===== config.mk =====
export PLATFORM = sky130hd
export DESIGN_NAME = oam_dma
export DESIGN_NICKNAME = d
export VERILOG_FILES = /design/src/rtl/gb_bus_pkg.sv /design/src/rtl/oam_dma.sv
export SDC_FILE = /design/constraint.sdc
export NUM_CORES = 1
export LEC_CHECK = 0
export CAP_MARGIN = 20
export CORE_ASPECT_RATIO = 1.2
export CORE_MARGIN = 5
export CORE_UTILIZATION = 47
export CTS_CLUSTER_SIZE = 8
export DETAILED_ROUTE_END_ITERATION = 8
export GPL_TIMING_DRIVEN = 1
export PLACE_DENSITY = 0.82
export SYNTH_ARGS = -nofsm -noshare
export SYNTH_HDL_FRONTEND = slang
export SYNTH_SLANG_ARGS = --single-unit

===== constraint.sdc =====
create_clock -name clk -period 3.6 [get_ports clk]
set_input_delay 0.36 -clock clk [delete_from_list [all_inputs] [get_ports clk]]
set_output_delay 0.36 -clock clk [all_outputs]
set_load 0.01 [all_outputs]

===== src/rtl/gb_bus_pkg.sv =====
// Shared bus-side constants and types for the Game Boy memory interface blocks.
// Covers the DMA register address, the OAM window, the DMA FSM states and the T-cycle encoding.
package gb_bus_pkg;

    localparam logic [15:0] DMA_REG_ADDR = 16'hFF46;
    localparam logic [15:0] OAM_BASE     = 16'hFE00;
    localparam int unsigned OAM_LEN      = 160;
    localparam logic [7:0]  OAM_LAST     = 8'(OAM_LEN - 1);
    localparam int unsigned START_DELAY  = 1;
    localparam int unsigned DELAY_W      = 2;

    typedef enum logic [1:0] {
        IDLE  = 2'd0,
        START = 2'd1,
        XFER  = 2'd2
    } dma_state_t;

    localparam logic [1:0] T1 = 2'd0;
    localparam logic [1:0] T2 = 2'd1;
    localparam logic [1:0] T3 = 2'd2;
    localparam logic [1:0] T4 = 2'd3;

endpackage


===== src/rtl/oam_dma.sv =====
// OAM DMA engine: copies 160 bytes from {src, 8'h00} into OAM, one byte per M-cycle,
// owning the memory address mux while the copy runs.
module oam_dma
    import gb_bus_pkg::*;
(
    input  logic        clk,
    input  logic        rst,
    input  logic [1:0]  t_cycle,
    input  logic [15:0] cpu_addr,
    input  logic [7:0]  cpu_data,
    input  logic        cpu_wr,
    input  logic        cpu_rd,
    output logic [7:0]  reg_rdata,
    output logic        dma_active,
    output logic [15:0] dma_addr,
    output logic        dma_rd,
    input  logic [7:0]  dma_rdata,
    output logic [7:0]  oam_addr,
    output logic [7:0]  oam_wdata,
    output logic        oam_wr
);

    dma_state_t           state_q, state_d;
    logic [7:0]           src_q, src_d;
    logic [7:0]           idx_q, idx_d;
    logic [DELAY_W-1:0]   delay_q, delay_d;
    logic                 active_q, active_d;
    logic                 rd_q, rd_d;
    logic                 wr_q, wr_d;
    logic [7:0]           oam_addr_q, oam_addr_d;
    logic [7:0]           wdata_q, wdata_d;

    logic                 m_end;
    logic                 trig;
    logic [7:0]           eff_src;

    assign m_end   = (t_cycle == T4);
    assign trig    = m_end && cpu_wr && (cpu_addr == DMA_REG_ADDR);
    // 0xE0-0xFF sources fold onto the WRAM echo so DMA never reads OAM/IO space.
    assign eff_src = (src_q >= 8'hE0) ? (src_q - 8'h20) : src_q;

    always_comb begin
        state_d    = state_q;
        src_d      = src_q;
        idx_d      = idx_q;
        delay_d    = delay_q;
        active_d   = active_q;
        wr_d       = 1'b0;
        oam_addr_d = oam_addr_q;
        wdata_d    = wdata_q;

        case (state_q)
            START: begin
                if (m_end) begin
                    if (delay_q <= DELAY_W'(1)) begin
                        state_d  = XFER;
                        delay_d  = '0;
                        active_d = 1'b1;
                    end else begin
                        delay_d = delay_q - DELAY_W'(1);
                    end
                end
            end
            XFER: begin
                if (t_cycle == T3) begin
                    wdata_d    = dma_rdata;
                    oam_addr_d = idx_q;
                    wr_d       = 1'b1;
                end
                if (m_end) begin
                    if (idx_q == OAM_LAST) begin
                        state_d  = IDLE;
                        active_d = 1'b0;
                    end else begin
                        idx_d = idx_q + 8'd1;
                    end
                end
            end
            default: ;
        endcase

        // A retrigger keeps whatever bus ownership is current, so an interrupted
        // transfer holds the bus straight through the new start delay.
        if (trig) begin
            src_d    = cpu_data;
            idx_d    = '0;
            delay_d  = DELAY_W'(START_DELAY);
            state_d  = START;
            active_d = active_q;
        end

        // Registered strobe: assumes t_cycle advances by one per clock, so the
        // next cycle is T1..T3 unless the current one is T3.
        rd_d = (state_d == XFER) && (t_cycle != T3);
    end

    always_ff @(posedge clk or negedge rst) begin
        if (!rst) begin
            state_q    <= IDLE;
            src_q      <= 8'hFF;
            idx_q      <= '0;
            delay_q    <= '0;
            active_q   <= 1'b0;
            rd_q       <= 1'b0;
            wr_q       <= 1'b0;
            oam_addr_q <= '0;
            wdata_q    <= '0;
        end else begin
            state_q    <= state_d;
            src_q      <= src_d;
            idx_q      <= idx_d;
            delay_q    <= delay_d;
            active_q   <= active_d;
            rd_q       <= rd_d;
            wr_q       <= wr_d;
            oam_addr_q <= oam_addr_d;
            wdata_q    <= wdata_d;
        end
    end

    assign dma_active = active_q;
    assign dma_rd     = rd_q;
    assign oam_wr     = wr_q;
    assign oam_addr   = oam_addr_q;
    assign oam_wdata  = wdata_q;
    // Address only presented while DMA owns the mux; reads as zero otherwise.
    assign dma_addr   = active_q ? {eff_src, idx_q} : 16'h0000;
    assign reg_rdata  = (cpu_rd && (cpu_addr == DMA_REG_ADDR)) ? src_q : 8'h00;

endmodule


Word level (Yosys, flattened, before mapping). Index checks and enable logic that the tools add are counted.

Add/subtract/negate cells: 3. $lt $le $gt $ge: 2. Equality and inequality tests: 13. Muxes and demuxes: 24. Bitwise logic cells: 1. Reduce and logical (&&, ||, !) cells: 12.

Operators with widths (count): $mux 8 (6); $mux 2 (9); $eq 16x16->1 const B (1); $mux 16 (1); $ne 2x2->1 const B (6); $add 8x1->8 const B (1); $eq 2x2->1 const B (4); $eq 8x8->1 const B (1); $ge 8x8->1 const B (1); $reduce_bool 2->1 (4); $sub 8x6->8 const B (1); $mux 1 (6); $reduce_and 6->1 (1); $logic_and 1x1->1 (4); $pmux 2 s2 (1); $reduce_and 2->1 (2); $reduce_and 3->1 (1); $eq 2x1->1 const B (1); $le 2x1->1 const B (1); $pmux 1 s2 (1); $sub 2x1->2 const B (1); $not 1->1 (1).

Bits in registers: 39. Word-level logic and storage cells: 64.

Longest topological paths before layout. Gate-level depths: netlist of the first run.

Word-level depth: 7. Mapped depth: 7. Depth with buffers taken out: 6.

Worst setup path before layout of the first run. Ideal clock, no wire load.

Kind: input -> output. Start: in cpu_addr[7]. End: out reg_rdata[0]. Arrival: 1.322 ns. Required time: 3.240 ns. Path slack: 1.918 ns. Stages on the path: 4. Cells stage by stage: nand4b_4 nor4_4 clkbuf_1 and3_1.

Word-level cells in the longest chain between the ends: 3.

RTL lines: start: declaration (RTL line oam_dma.sv:9) `input logic [15:0] cpu_addr,`; $eq 16x16->1 (RTL line oam_dma.sv:128) `assign reg_rdata = (cpu_rd && (cpu_addr == DMA_REG_ADDR)) ? src_q : 8'h00;`; $logic_and 1x1->1 (RTL line oam_dma.sv:128); $mux 8 (RTL line oam_dma.sv:128); end: declaration (RTL line oam_dma.sv:13) `output logic [7:0] reg_rdata,`.

Every way passes these cells.

Worst setup path after layout of the first run.
Start: in cpu_addr[11]. End: out reg_rdata[6].

Same word-level chain as after synthesis.

==> flow_metrics.env, run 1 <==
export IMPL_antenna_found_initial=0
export IMPL_core_rowCount=26
export IMPL_ios=81
export IMPL_skew_ps=7.10
export IMPL_root_buffer="clkbuf_8"
export IMPL_p_leak_nw=1.33
export IMPL_fin_nets=296
export IMPL_synth_mux_area_frac=0.135
export IMPL_avgSynthCellArea_um2=12.0
export IMPL_worstSetupPathType="primary input to output port"
export IMPL_gp_congestion=0.777
export IMPL_clk_pin_slew_worst_paths_ps=80
export IMPL_max_clock_path_buffers=2
export IMPL_ys_ff_latch=39
export IMPL_synth_xor_area_share=0.0294
export IMPL_cts_tree="yes"
export IMPL_coreArea_um2=4260
export IMPL_clock_latency_ps=290
export IMPL_numCtsBuffers=5
export IMPL_worst_ep_required_time_ps=3240
export IMPL_fin_crit_ps=2780
export IMPL_cts_sinks=39
export IMPL_fillers=347
export IMPL_grt_max_degree=40
export IMPL_drt_antenna_violating_nets=0
export IMPL_die_area_um2=5870
export IMPL_cp_max_fo=14
export IMPL_ctsResizeCount=0
export IMPL_track_usage=0.174
export IMPL_reg2reg_depth=4
export IMPL_status="finished clean"
export IMPL_ff2ff_setup_slack_ps=1670
export IMPL_die_y_um=82.9
export IMPL_maxCapViolCount=0
export IMPL_ir_drop_mv=0.233
export IMPL_die_x_um=70.8
export IMPL_r2r_start="state_q[0]"
export IMPL_cts_hold_buf=0
export IMPL_remaining_drc_errors=0
export IMPL_wl_um=4880
export IMPL_vias_per_cell=5.26
export IMPL_hold_viol=0
export IMPL_synth_simple_gate_area_frac=0.220
export IMPL_yosys_warnings=0
export IMPL_synth_nets=215
export IMPL_relSlewSlack=0.424
export IMPL_io_buffers=80
export IMPL_synthesis_instances=173
export IMPL_cp_arrival_ps=2420
export IMPL_first_iter_violations=52
export IMPL_max_freq_mhz=359
export IMPL_synthDistinctLibCells=47
export IMPL_synth_top_family_by_area="simple AND/OR/NAND/NOR gates"
export IMPL_worst_slew_pin_slew_ps=864
export IMPL_synthAdderAreaFrac=0.0240
export IMPL_period_share=0.773
export IMPL_drive_gt1_frac=0.204
export IMPL_placedInstanceArea_um2=2900
export IMPL_stdcell_area_um2=2990
export IMPL_setup_tns_final_ps=0
export IMPL_synth_edff_count=0
export IMPL_grt_pass1_vias=1728
export IMPL_cp_startpoint="cpu_addr[11]"
export IMPL_setup_violations=0
export IMPL_multi_input_area_um2=1020
export IMPL_yosysSeqAreaShare=0.473
export IMPL_wire_per_inst_um=15.7
export IMPL_area_growth_pct=43.6
export IMPL_timing_rr_end="oam_wdata[0]"
export IMPL_grt_overflow_total=0
export IMPL_powerDensity_nw_per_um2=263
export IMPL_async_reset_ff_frac=1.00
export IMPL_synthFlopType="dfrtp_1"
export IMPL_dr_pass1_iters=4
export IMPL_h_tree_depth=2
export IMPL_grt_pass1_wl_um=8290
export IMPL_synth_compound_area_frac=0.0823
export IMPL_cts_setup_buffers=0
export IMPL_critPathCaptureType="output port"
export IMPL_via_count=1635
export IMPL_final_seq_area_um2=986
export IMPL_slew_viol_final=0
export IMPL_startpoint_type="primary input"
export IMPL_diodes=0
export IMPL_hold_class="primary input to async pin"
export IMPL_rsz0062_at_grt="no"
export IMPL_hpwl_um=3690
export IMPL_initial_core_util=0.489
export IMPL_synth_area_um2=2080
worst max-delay path: stages:
cell and delay (ps):
clkdlybuf4s50_1 510, nand4b_4 120, nor4_4 630, and3_1 260, clkdlybuf4s50_1 540
sequential cells by signal, indices dropped and copies added (netlist names):
| signal | count |
|---|---|
| idx_q | 8 |
| oam_addr | 8 |
| oam_wdata | 8 |
| src_q | 8 |
| delay_q | 2 |
| state_q | 2 |
| dma_active | 1 |
| dma_rd | 1 |
| oam_wr | 1 |
metrics by stage:
stage	total power, W	cells	utilization	setup WS [ps]	hold WS [ps]
6_report	0.000787	311	0.702	817	176
5_1_grt	0.000825	311	0.702	709	247
4_1_cts	0.000801	311	0.702	831	201
3_5_place_dp	0.000506	303	0.681	822	492
3_3_place_gp	0.000504	303	0.681	884	487
2_1_floorplan	0.000453	173	-	1920	64.4
how the worst max path moves through the flow:
stage | endpoint | slack (ps) | cells after the start
after floorplan | reg_rdata[0] | 1920 | 4
after global placement | reg_rdata[1] | 880 | 5
after detailed placement | reg_rdata[5] | 820 | 5
after CTS | reg_rdata[6] | 830 | 5
after global routing | reg_rdata[6] | 710 | 5
final | reg_rdata[6] | 820 | 5
layer usage:
| metal | wire [um] | vias to the layer above | global-route usage |
|---|---|---|---|
| li1 | - | 781 | - |
| met5 | 0 | - | 0 |
| met4 | 59 | 0 | 0.0530 |
| met3 | 284 | 7 | 0.0447 |
| met2 | 2600 | 48 | 0.305 |
| met1 | 1930 | 799 | 0.207 |
kinds of logic after synthesis:
logic type / after synthesis
buffers and inverters: 13
adder cells (fa/ha/maj): 4
XOR/XNOR: 7
AO/OA/AOI/OAI: 19
AND/OR/NAND/NOR: 68
flip-flops: 39
multiplexers: 23
cell usage after synthesis (2+ instances only):
| master | number | share of area |
|---|---|---|
| a211oi_1 | 3 | 0.011 |
| ha_1 | 4 | 0.024 |
| nand2_1 | 9 | 0.016 |
| o21ai_0 | 3 | 0.0072 |
| o2111ai_1 | 2 | 0.0084 |
| xnor2_1 | 4 | 0.017 |
| nor2_1 | 10 | 0.018 |
| and3_1 | 10 | 0.030 |
| dfrtp_1 | 31 | 0.37 |
| a21oi_1 | 2 | 0.0048 |
| mux2_2 | 16 | 0.086 |
| nand4_1 | 2 | 0.0060 |
| and2_1 | 14 | 0.042 |
| nand4b_4 | 2 | 0.023 |
| mux2_4 | 6 | 0.043 |
| clkbuf_1 | 3 | 0.0054 |
| dfstp_2 | 8 | 0.10 |
| nor3_1 | 2 | 0.0048 |
| inv_1 | 6 | 0.011 |
| xor2_1 | 3 | 0.013 |
| nand3_1 | 6 | 0.014 |
| buf_6 | 2 | 0.011 |
layout make-up:
type / count / area share
tap: 56 / 0.0234
multi-input combinational: 121 / 0.341
sequential: 39 / 0.330
timing repair buffer: 81 / 0.269
clock inverter: 3 / 0.00669
clock buffer: 5 / 0.0230
inverter: 6 / 0.00753
where the power goes:
part / switching [W] / internal [W]
Clock: 0.000156 / 0.000135
Sequential: 0.0000000139 / 0.000438
Combinational: 0.0000204 / 0.0000381
cell usage in the layout, fill, tap and decap left out, types with 2 or more instances in the layout:
cell | Yosys | routed
a21oi_1 | 2 | 2
nor3_1 | 2 | 2
dfstp_2 | 8 | 8
mux2_2 | 16 | 16
a211oi_1 | 3 | 3
dfrtp_1 | 31 | 31
nand2_1 | 9 | 9
xor2_1 | 3 | 3
xnor2_1 | 4 | 4
o2111ai_1 | 2 | 2
clkbuf_8 | 0 | 5
inv_1 | 6 | 6
and2_1 | 14 | 14
nand3_1 | 6 | 6
and3_1 | 10 | 10
nor2_1 | 10 | 10
nand4_1 | 2 | 2
clkdlybuf4s50_1 | 0 | 79
o21ai_0 | 3 | 3
clkinvlp_4 | 0 | 2
nand4b_4 | 2 | 2
mux2_4 | 6 | 6
ha_1 | 4 | 4
Note: power is estimated with default switching activity, not from simulation.
==> run 2, diff against run 1 <==
- CORE_UTILIZATION: 47 -> 44
- PLACE_DENSITY: 0.82 -> 0.78
- clock period: 3.6 -> 2.9 ns (I/O delays scaled with it)
==> flow_metrics.env, run 2 (synthesis gave the netlist of run 1 again) <==
export IMPL_die_x_um=72.8
export IMPL_rsz0062_at_grt="no"
export IMPL_coreArea_um2=4590
export IMPL_powerDensity_nw_per_um2=374
export IMPL_maxCapViolCount=0
export IMPL_top_usage_layer="met2"
export IMPL_fillers=378
export IMPL_hpwl_um=3520
export IMPL_cts_tree="yes"
export IMPL_relSlewSlack=0.450
export IMPL_clock_latency_ps=290
export IMPL_cp_arrival_ps=2150
export IMPL_setup_violations=0
export IMPL_setup_tns_final_ps=0
export IMPL_root_buffer="clkbuf_8"
export IMPL_area_growth_pct=46.5
export IMPL_worstSetupPathType="primary input to output port"
export IMPL_wl_um=4610
export IMPL_core_rowCount=27
export IMPL_grt_overflow_total=0
export IMPL_drive_gt1_frac=0.206
export IMPL_h_tree_depth=2
export IMPL_status="finished clean"
export IMPL_startpoint_type="primary input"
export IMPL_fin_util=0.664
export IMPL_cts_sinks=39
export IMPL_critPathCaptureType="output port"
export IMPL_layout_cells_most_common="clkdlybuf4s50_1"
export IMPL_vias_per_cell=5.29
export IMPL_cts_hold_buf=0
export IMPL_slew_viol_final=0
export IMPL_clk_pin_slew_worst_paths_ps=70
export IMPL_antenna_found_initial=0
export IMPL_initial_core_util=0.453
export IMPL_dr_pass1_iters=4
export IMPL_max_clock_path_buffers=2
export IMPL_period_share=0.842
export IMPL_fin_nets=298
export IMPL_reg2reg_depth=4
export IMPL_cp_max_fo=9
export IMPL_drt_antenna_violating_nets=0
export IMPL_worst_slew_pin_slew_ps=825
export IMPL_ios=81
export IMPL_skew_ps=6.64
export IMPL_gp_congestion=0.875
export IMPL_ctsResizeCount=0
export IMPL_diodes=0
export IMPL_mostFrequentLayoutCells="clkdlybuf4s50_1 (79), dfrtp_1 (31), mux2_2 (16), and2_1 (14)"
export IMPL_met3_usage=0.0474
export IMPL_cts_setup_buffers=0
export IMPL_track_usage=0.162
export IMPL_worst_ep_required_time_ps=2610
export IMPL_max_freq_mhz=409
export IMPL_die_area_um2=6220
export IMPL_hold_class="primary input to async pin"
export IMPL_grt_pass1_wl_um=8000
export IMPL_via_count=1665
export IMPL_grt_pass1_vias=1822
export IMPL_numCtsBuffers=5
export IMPL_io_buffers=80
export IMPL_remaining_drc_errors=0
export IMPL_grt_max_degree=40
export IMPL_p_leak_nw=1.36
export IMPL_gr_usage_met1=0.191
export IMPL_die_y_um=85.4
export IMPL_fin_crit_ps=2440
export IMPL_hold_viol=0
export IMPL_first_iter_violations=62
export IMPL_grt_use_met2=0.276
export IMPL_ir_drop_mv=0.242
export IMPL_wire_per_inst_um=14.6
run 2: cell count changes in the layout (fill, tap and decap cells not counted):
cell	delta
clkinv_2	-1
clkbuf_1	+1
clkinvlp_4	-2
buf_4	+2
bufinv_16	+2
run 2: power by group:
part           switching [W]  internal [W]
Clock               0.000181      0.000344
Sequential      0.0000000170      0.000544
Combinational      0.0000248     0.0000473
Total               0.000205      0.000935
run 2: layout make-up:
class                           count  area [um2]  area share
Clock inverter                      2        60.1      0.0197
Clock buffer                        6        72.6      0.0238
Tap cell                           58        72.6      0.0238
Inverter                            6        22.5     0.00738
Timing Repair Buffer               83         818       0.268
Sequential cell                    39         986       0.323
Multi-Input combinational cell    121        1020       0.334
run 2: path summary, 6_finish.rpt:
check,startpoint,endpoint,slack [ps]
worst max-delay path,cpu_addr[11],reg_rdata[6],460
worst min-delay path,rst,oam_wr,100
worst max register to register,state_q[0],oam_addr[2],1000
worst min register to register,oam_wdata[6],oam_wdata[6],510
max in group asynchronous,rst,state_q[1],2280
min in group clk,oam_wdata[6],oam_wdata[6],510
run 2: layer usage:
metal,vias to the layer above,routed length [um],share of wire
met2,77,2220,0.48
met5,-,0,0
li1,785,-,-
met3,6,449,0.097
met1,797,1880,0.41
met4,0,58,0.013
run 2: per-stage QoR:
stage	setup WS [ps]	instances	hold slack (ps)	area, um2	power [W]
final	457	315	96.7	3050	0.00114
after global routing	374	315	184	3050	0.00119
after CTS	425	315	124	3050	0.00115
after detailed placement	358	307	441	2920	0.000627
after global placement	432	307	440	2920	0.000626
after floorplan	1230	173	-5.59	2080	0.000562
run 2: worst max-delay path, cell delays in order:
cell	delay [ps]
clkdlybuf4s50_1	500
nand4b_4	120
nor4_4	470
and3_1	230
clkdlybuf4s50_1	540
